[src/rtl/irq_gen_if.sv]
// Interrupt generator bus: per-channel enable/event/EOI in, IRQ/pending lines out.
// With IRQ_GEN_OVF_EN defined, the bus also carries the OVF flags and the OVF_CLR strobes.
interface irq_gen_if #(
  parameter int NUM_IRQ = 8
);
  logic [NUM_IRQ-1:0] EN;
  logic [NUM_IRQ-1:0] EVT;
  logic [NUM_IRQ-1:0] EOI;
  logic [NUM_IRQ-1:0] IRQOUT;
  logic [NUM_IRQ-1:0] PEND;
`ifdef IRQ_GEN_OVF_EN
  logic [NUM_IRQ-1:0] OVF;
  logic [NUM_IRQ-1:0] OVF_CLR;

  modport master (output EN, EVT, EOI, OVF_CLR, input IRQOUT, PEND, OVF);
  modport slave  (input EN, EVT, EOI, OVF_CLR, output IRQOUT, PEND, OVF);
`else
  modport master (output EN, EVT, EOI, input IRQOUT, PEND);
  modport slave  (input EN, EVT, EOI, output IRQOUT, PEND);
`endif
endinterface

[src/rtl/irq_gen.sv]
// irq_gen: turns per-channel event edges into level IRQs with a minimum high time,
// EOI-gated release and a minimum low gap. Define IRQ_GEN_OVF_EN for sticky overflow flags.
module irq_gen #(
  parameter int NUM_IRQ  = 8,
  parameter int HOLD_MIN = 2,
  parameter int GAP_MIN  = 2
) (
  input logic      CLK,
  input logic      RSTn,
  irq_gen_if.slave irq
);
  localparam int CNT_MAX = (HOLD_MIN > GAP_MIN) ? HOLD_MIN : GAP_MIN;
  localparam int CNT_W   = (CNT_MAX > 2) ? $clog2(CNT_MAX) : 1;
  localparam logic [CNT_W-1:0] HOLD_LAST = CNT_W'(HOLD_MIN - 1);
  localparam logic [CNT_W-1:0] GAP_LAST  = CNT_W'(GAP_MIN - 1);
  localparam logic [CNT_W-1:0] CNT_ONE   = CNT_W'(1);

  typedef enum logic [1:0] {IDLE, ASSERT, HOLDOFF} state_t;

  // Low for the first cycle after reset: a level already high at release is not an edge.
  logic armed_reg;
  always_ff @(posedge CLK) begin
    if (!RSTn) armed_reg <= 1'b0;
    else       armed_reg <= 1'b1;
  end

  genvar gi;
  generate
    for (gi = 0; gi < NUM_IRQ; gi++) begin : g_ch
      state_t           state_reg;
      logic [CNT_W-1:0] cnt_reg;
      logic             eoi_seen_reg;
      logic             irq_reg;
      logic             pend_reg;
      logic             evt_d_reg;
      logic             evt_rise;
      logic             issue;

      assign evt_rise = irq.EVT[gi] & ~evt_d_reg & irq.EN[gi] & armed_reg;
      assign issue    = (state_reg == IDLE) & pend_reg;

      always_ff @(posedge CLK) begin
        if (!RSTn) begin
          state_reg    <= IDLE;
          cnt_reg      <= '0;
          eoi_seen_reg <= 1'b0;
          irq_reg      <= 1'b0;
          pend_reg     <= 1'b0;
          evt_d_reg    <= 1'b0;
        end else begin
          evt_d_reg <= irq.EVT[gi];
          if (!irq.EN[gi]) begin
            state_reg    <= IDLE;
            cnt_reg      <= '0;
            eoi_seen_reg <= 1'b0;
            irq_reg      <= 1'b0;
            pend_reg     <= 1'b0;
          end else begin
            // A rise on the issuing edge re-queues rather than being dropped.
            pend_reg <= evt_rise | (pend_reg & ~issue);
            case (state_reg)
              IDLE: begin
                if (pend_reg) begin
                  state_reg <= ASSERT;
                  cnt_reg   <= '0;
                  irq_reg   <= 1'b1;
                end
              end
              ASSERT: begin
                if (cnt_reg == HOLD_LAST && (eoi_seen_reg || irq.EOI[gi])) begin
                  state_reg    <= HOLDOFF;
                  cnt_reg      <= '0;
                  eoi_seen_reg <= 1'b0;
                  irq_reg      <= 1'b0;
                end else begin
                  if (cnt_reg != HOLD_LAST) cnt_reg <= cnt_reg + CNT_ONE;
                  if (irq.EOI[gi]) eoi_seen_reg <= 1'b1;
                end
              end
              HOLDOFF: begin
                if (cnt_reg == GAP_LAST) begin
                  state_reg <= IDLE;
                  cnt_reg   <= '0;
                end else begin
                  cnt_reg <= cnt_reg + CNT_ONE;
                end
              end
              default: begin
                state_reg    <= IDLE;
                cnt_reg      <= '0;
                eoi_seen_reg <= 1'b0;
                irq_reg      <= 1'b0;
              end
            endcase
          end
        end
      end

      assign irq.IRQOUT[gi] = irq_reg;
      assign irq.PEND[gi]   = pend_reg;

`ifdef IRQ_GEN_OVF_EN
      logic ovf_reg;
      // Set only when a rise merges into a request that is not leaving PEND this edge.
      always_ff @(posedge CLK) begin
        if (!RSTn) ovf_reg <= 1'b0;
        else       ovf_reg <= (ovf_reg & ~irq.OVF_CLR[gi]) | (evt_rise & pend_reg & ~issue);
      end
      assign irq.OVF[gi] = ovf_reg;
`endif
    end
  endgenerate
endmodule

[src/flat_wrapper.sv]
// flat-port wrapper written by rule: the top's interface ports become plain ports
module irq_gen_flat 
#(
  parameter int NUM_IRQ  = 8,
  parameter int HOLD_MIN = 2,
  parameter int GAP_MIN  = 2
)
  (CLK, RSTn, irq_EN, irq_EVT, irq_EOI, irq_IRQOUT, irq_PEND);
  irq_gen_if #(.NUM_IRQ(NUM_IRQ)) irq_i ();
  input logic CLK;
  input logic RSTn;
  input wire logic [$bits(irq_i.EN)-1:0] irq_EN;
  input wire logic [$bits(irq_i.EVT)-1:0] irq_EVT;
  input wire logic [$bits(irq_i.EOI)-1:0] irq_EOI;
  output wire logic [$bits(irq_i.IRQOUT)-1:0] irq_IRQOUT;
  output wire logic [$bits(irq_i.PEND)-1:0] irq_PEND;
  assign irq_i.EN = irq_EN;
  assign irq_i.EVT = irq_EVT;
  assign irq_i.EOI = irq_EOI;
  assign irq_IRQOUT = irq_i.IRQOUT;
  assign irq_PEND = irq_i.PEND;
  irq_gen #(.NUM_IRQ(NUM_IRQ), .HOLD_MIN(HOLD_MIN), .GAP_MIN(GAP_MIN)) u_core (.CLK(CLK), .RSTn(RSTn), .irq(irq_i));
endmodule
[config.mk]
export PLATFORM = sky130hd
export DESIGN_NAME = irq_gen_flat
export DESIGN_NICKNAME = d
export VERILOG_FILES = /design/src/rtl/irq_gen_if.sv /design/src/rtl/irq_gen.sv /design/src/flat_wrapper.sv
export SDC_FILE = /design/constraint.sdc
export NUM_CORES = 1
export LEC_CHECK = 0
export ABC_AREA = 1
export CORE_ASPECT_RATIO = 0.8
export CORE_MARGIN = 8
export CORE_UTILIZATION = 50
export CTS_BUF_LIST = sky130_fd_sc_hd__clkbuf_8 sky130_fd_sc_hd__clkbuf_16
export DETAILED_ROUTE_END_ITERATION = 16
export DONT_BUFFER_PORTS = 1
export PLACE_DENSITY = 0.74
export SLEW_MARGIN = 10
export SYNTH_ARGS = -nofsm -noshare
export SYNTH_HDL_FRONTEND = slang
export SYNTH_SLANG_ARGS = --single-unit
[constraint.sdc]
create_clock -name CLK -period 1.5 [get_ports CLK]
set_input_delay 0.375 -clock CLK [delete_from_list [all_inputs] [get_ports CLK]]
set_output_delay 0.375 -clock CLK [all_outputs]
set_load 0.05 [all_outputs]
# ---- After elaboration in Yosys (flattened, before gate mapping)
# Cells that the tools add are included.
dict set report totals {
  ff_bits 57
  latchBits 0
  ramBits 0
  rom_bits 0
  out_inout_bits 16
  n_memories 0
}
dict set report classes {
  n_addsub 8
  n_mul 0
  div_mod_pow 0
  n_lt_le_gt_ge 0
  eq_ne 48
  n_shift 0
  mux 121
  n_bitwise 80
  reduce_logical 64
}
# cell count
set ops {}
lappend ops {{$mux W1} 65}
lappend ops {{$mux W2} 24}
lappend ops {{$ne A2 B1 Y1 const B} 24}
lappend ops {{$pmux W1 S3} 16}
lappend ops {{$pmux W2 S3} 8}
lappend ops {{$reduce_and A3 Y1} 16}
lappend ops {{$and A1 B1 Y1} 40}
lappend ops {{$not A1 Y1} 32}
lappend ops {{$reduce_and A2 Y1} 16}
lappend ops {{$ne A3 B2 Y1 const B} 8}
lappend ops {{$eq A2 B1 Y1 const B} 8}
lappend ops {{$eq A2 B2 Y1 const B} 8}
lappend ops {{$logic_not A2 Y1} 8}
lappend ops {{$pmux W1 S2} 8}
lappend ops {{$reduce_or A2 Y1} 8}
lappend ops {{$add A1 B1 Y1 const B} 8}
lappend ops {{$logic_and A1 B1 Y1} 8}
lappend ops {{$logic_or A1 B1 Y1} 8}
lappend ops {{$or A1 B1 Y1} 8}

# ---- Depth between registers and ports, before layout
dict set report depth {
  ltp_word 5
  mapped_depth 10
  depth_no_buf 10
}

# ---- Worst setup path before layout
# Ideal clock, no wire load.
dict set report synth_path {
  path_type {reg-to-reg}
  from {register u_core.g_ch[4].state_reg[0]}
  to {register u_core.g_ch[4].cnt_reg}
  setup_time_ns 0.121
  arrival_ns 1.088
  required_ns 1.379
  setup_slack_ns 0.291
  path_stages_with_launch 8
  synth_period_minus_slack_ns 1.209
  cell_sequence {dfxtp_1 inv_1 ha_1 nand2_1 o21ai_0 inv_1 nand2_1 nor3b_2}
}
dict set report synth_between {
  elab_chain_len 2
}
# element line
set synth_rtl {}
lappend synth_rtl {{from (decl)} irq_gen.sv:30} ;# state_t state_reg;
lappend synth_rtl {{from (signal assigned)} irq_gen.sv:44} ;# state_reg <= IDLE;
lappend synth_rtl {{from (signal assigned)} irq_gen.sv:53} ;# state_reg <= IDLE;
lappend synth_rtl {{from (signal assigned)} irq_gen.sv:64} ;# state_reg <= ASSERT;
lappend synth_rtl {{$eq A2 B2 Y1 (tied with other cells)} irq_gen.sv:61} ;# case (state_reg)
lappend synth_rtl {{$pmux W1 S3 / $ne A2 B1 Y1 (equally long branches)} -}
lappend synth_rtl {{to (signal assigned)} irq_gen.sv:76} ;# if (cnt_reg != HOLD_LAST) cnt_reg <= cnt_reg + CNT_ONE;
lappend synth_rtl {{to (signal assigned)} irq_gen.sv:85} ;# cnt_reg <= cnt_reg + CNT_ONE;
lappend synth_rtl {{to (decl)} irq_gen.sv:31} ;# logic [CNT_W-1:0] cnt_reg;
# Parallel ways exist; a longest one is shown, timed or not.
# A chain may end at the register's enable or synchronous reset.

# ---- Final worst setup path
dict set report layout_path {
  from {register u_core.g_ch[6].irq_reg}
  to {output irq_IRQOUT[6]}
}
# element line
set layout_lines {}
lappend layout_lines {{from (decl)} irq_gen.sv:33} ;# logic irq_reg;
lappend layout_lines {{from (signal assigned)} irq_gen.sv:47} ;# irq_reg <= 1'b0;
lappend layout_lines {{from (signal assigned)} irq_gen.sv:56} ;# irq_reg <= 1'b0;
lappend layout_lines {{from (signal assigned)} irq_gen.sv:66} ;# irq_reg <= 1'b1;
lappend layout_lines {{to (decl)} flat_wrapper.sv:15} ;# output wire logic [$bits(irq_i.IRQOUT)-1:0] irq_IRQOUT;
# No word-level cell between the ends.

==> impl_metrics.json <==
{
  "outcome": "finished clean",
  "max-vdd-ir-drop_mv": 0.4365,
  "gp_congestion": 0.8807,
  "holdBufCountCts": 0,
  "rrSetupSlack_ps": 150,
  "cp_max_fo": 2,
  "design_area_um2": 3369,
  "wire_per_inst_um": 11.61,
  "synth_cell_types": 27,
  "ant_nets": 0,
  "clock-sinks": 57,
  "synth-edff-count": 0,
  "start_kind": "flop",
  "grt.busiest_layer": "met2",
  "cts_tree": "built",
  "fin_setup_tns_ps": 0,
  "fp.dieH_um": 87.17,
  "vias_per_cell": 4.859,
  "cts_root_buf": "clkbuf_8",
  "rsz0062_at_grt": "no",
  "grtUsageTotal_pct": 13.23,
  "detailed_place_hpwl_mm": 4.557,
  "fmax_mhz": 737.8,
  "placed_cells_incl_taps": 489,
  "finalNonFillerCells": 503,
  "fin_skew_ps": 7.948,
  "p_per_area_nw_per_um2": 962.8,
  "maxCapViolations": 0,
  "grt_pass1_vias": 2331,
  "worst_pin_slew_ps": 533.8,
  "synth_area_leaders": "dfxtp_1 (36%), ha_1 (13%), inv_1 (8.1%), nand2_1 (7.0%), a21oi_1 (5.4%)",
  "place_area_um2": 3187,
  "grt_use_met3_pct": 6.065,
  "post_cts_buffers": 0,
  "routed_wl_mm": 5.839,
  "crit_required_ps": 1120,
  "first_pass_iters": 4,
  "r2r_end": "u_core.g_ch[5].state_reg[0]",
  "die_area_um2": 9149,
  "yosysTopAreaCell": "dfxtp_1",
  "rr_startpoint": "u_core.g_ch[5].state_reg[0]",
  "ys_ff_latch": 57,
  "post-route-min-period_ps": 1355,
  "grt_pass1_wl_mm": 9.770,
  "power_mw": 3.244,
  "start_util_pct": 50.68,
  "clk_path_buf_depth": 2,
  "crit_end": "irq_IRQOUT[6]",
  "place_ws_ps": 167.3,
  "core-area_um2": 6246,
  "antenna_found_initial": 0,
  "drtIter0Drc": 59,
  "setup_slack_ps": 144.7,
  "use_met1_pct": 13.81,
  "grt_max_degree": 18,
  "io_buffers": 0,
  "syn_nets": 474,
  "layout.area.seq_um2": 1141,
  "fillCellCount": 624,
  "hold_viol": 0,
  "multi_input_area_um2": 1559,
  "synthFlopType": "dfxtp_1",
  "cp-end-kind": "primary output",
  "ctsResizeCount": 0,
  "yosysWarnings": 0,
  "clk_latency_ps": 330,
  "layout_commonest_cell": "inv_1",
  "r2r_cells": 8,
  "crit_path_start": "u_core.g_ch[6].irq_reg",
  "finalNetCount": 474,
  "setup_violations": 0,
  "async_reset_ff_share_pct": 0,
  "die_w_um": 105.0,
  "clk_pin_slew_ps": 70,
  "final_cell_mix": "inv_1 (68), nand2_1 (59), dfxtp_1 (57)",
  "gr-total-overflow": 0,
  "netlist_area_um2": 3166,
  "p_leak_nw": 1.460,
  "htree_levels": 3,
  "hp-class": "in2reg",
  "yosysSeqAreaShare_pct": 36.05,
  "numCtsBuffers": 9,
  "placementRows": 26,
  "slew_viol_final": 0,
  "cp.arrival_ps": 980,
  "drc": 0,
  "avgSynthCellArea_um2": 7.609,
  "area_growth_pct": 6.443,
  "vias": 2444,
  "drive_above_1_share_pct": 18.38,
  "synthCells": 416,
  "cp.depth": 0,
  "fin_hold_ws_ps": 77.32,
  "slew_headroom_pct": 64.37,
  "io_pins": 42,
  "largest_reg_flops": 16,
  "synth_top_area_share_pct": 36.05,
  "path_class": "reg2out",
  "layout_worst_path_cycle_share_pct": 90.35,
  "final_util_pct": 53.95,
  "num_antenna_cells": 0,
  "use_met2_pct": 23.13
}
-- layout make-up --
cell class | count | share of cell area (%)
Clock buffer | 10 | 4.085
Clock inverter | 4 | 1.337
Inverter | 85 | 9.543
Multi-Input combinational cell | 255 | 46.27
Sequential cell | 57 | 33.87
Tap cell | 84 | 3.119
Timing Repair Buffer | 8 | 1.782
-- worst register-to-register path, delay by kind of cell (launching register included) --
family	cells	cell delay (ps)
adders and majority gates	1	230
buffers and inverters	2	160
DFF	1	390
AOI/OAI and AO/OA	1	200
and+or+nand+nor	4	310
-- synth_stat cells, drive strengths merged, types with 7 or more instances --
cell	instances
or2	7
buf	19
nand2	71
ha	32
inv	83
a31oi	8
nand3	29
nor2	37
a21oi	38
dfxtp	57
nand4	9
o21ai	17
-- kinds of logic (layout without fill, tap and decap cells) --
kind of cell	count (synthesis)	count (layout)	share of synthesized area, %
simple gates	160	160	25.14
compound gates	63	63	11.46
flops	57	57	36.05
fa+ha+maj	32	32	12.65
buf+inv	104	107	14.70
-- worst min path at each step --
stage	end	start	cells past startpoint
floorplan	u_core.armed_reg	RSTn	0
global placement	u_core.armed_reg	RSTn	0
detailed placement	u_core.armed_reg	RSTn	0
CTS	u_core.armed_reg	RSTn	0
global route	u_core.armed_reg	RSTn	0
finish	u_core.armed_reg	RSTn	0
-- power by group --
part	switching, mW	internal, mW
Clock	0.569	0.784
Combinational	0.184	0.108
Sequential	0.0467	1.55
-- routing by layer --
metal | wire, um | part of all wire, % | vias to the layer above
met5 | 0 | 0 | -
met4 | 68 | 1.2 | 0
met3 | 306 | 5.2 | 5
met2 | 2791 | 48 | 38
met1 | 2673 | 46 | 1104
li1 | - | - | 1297
(Power assumes the default switching activity.)
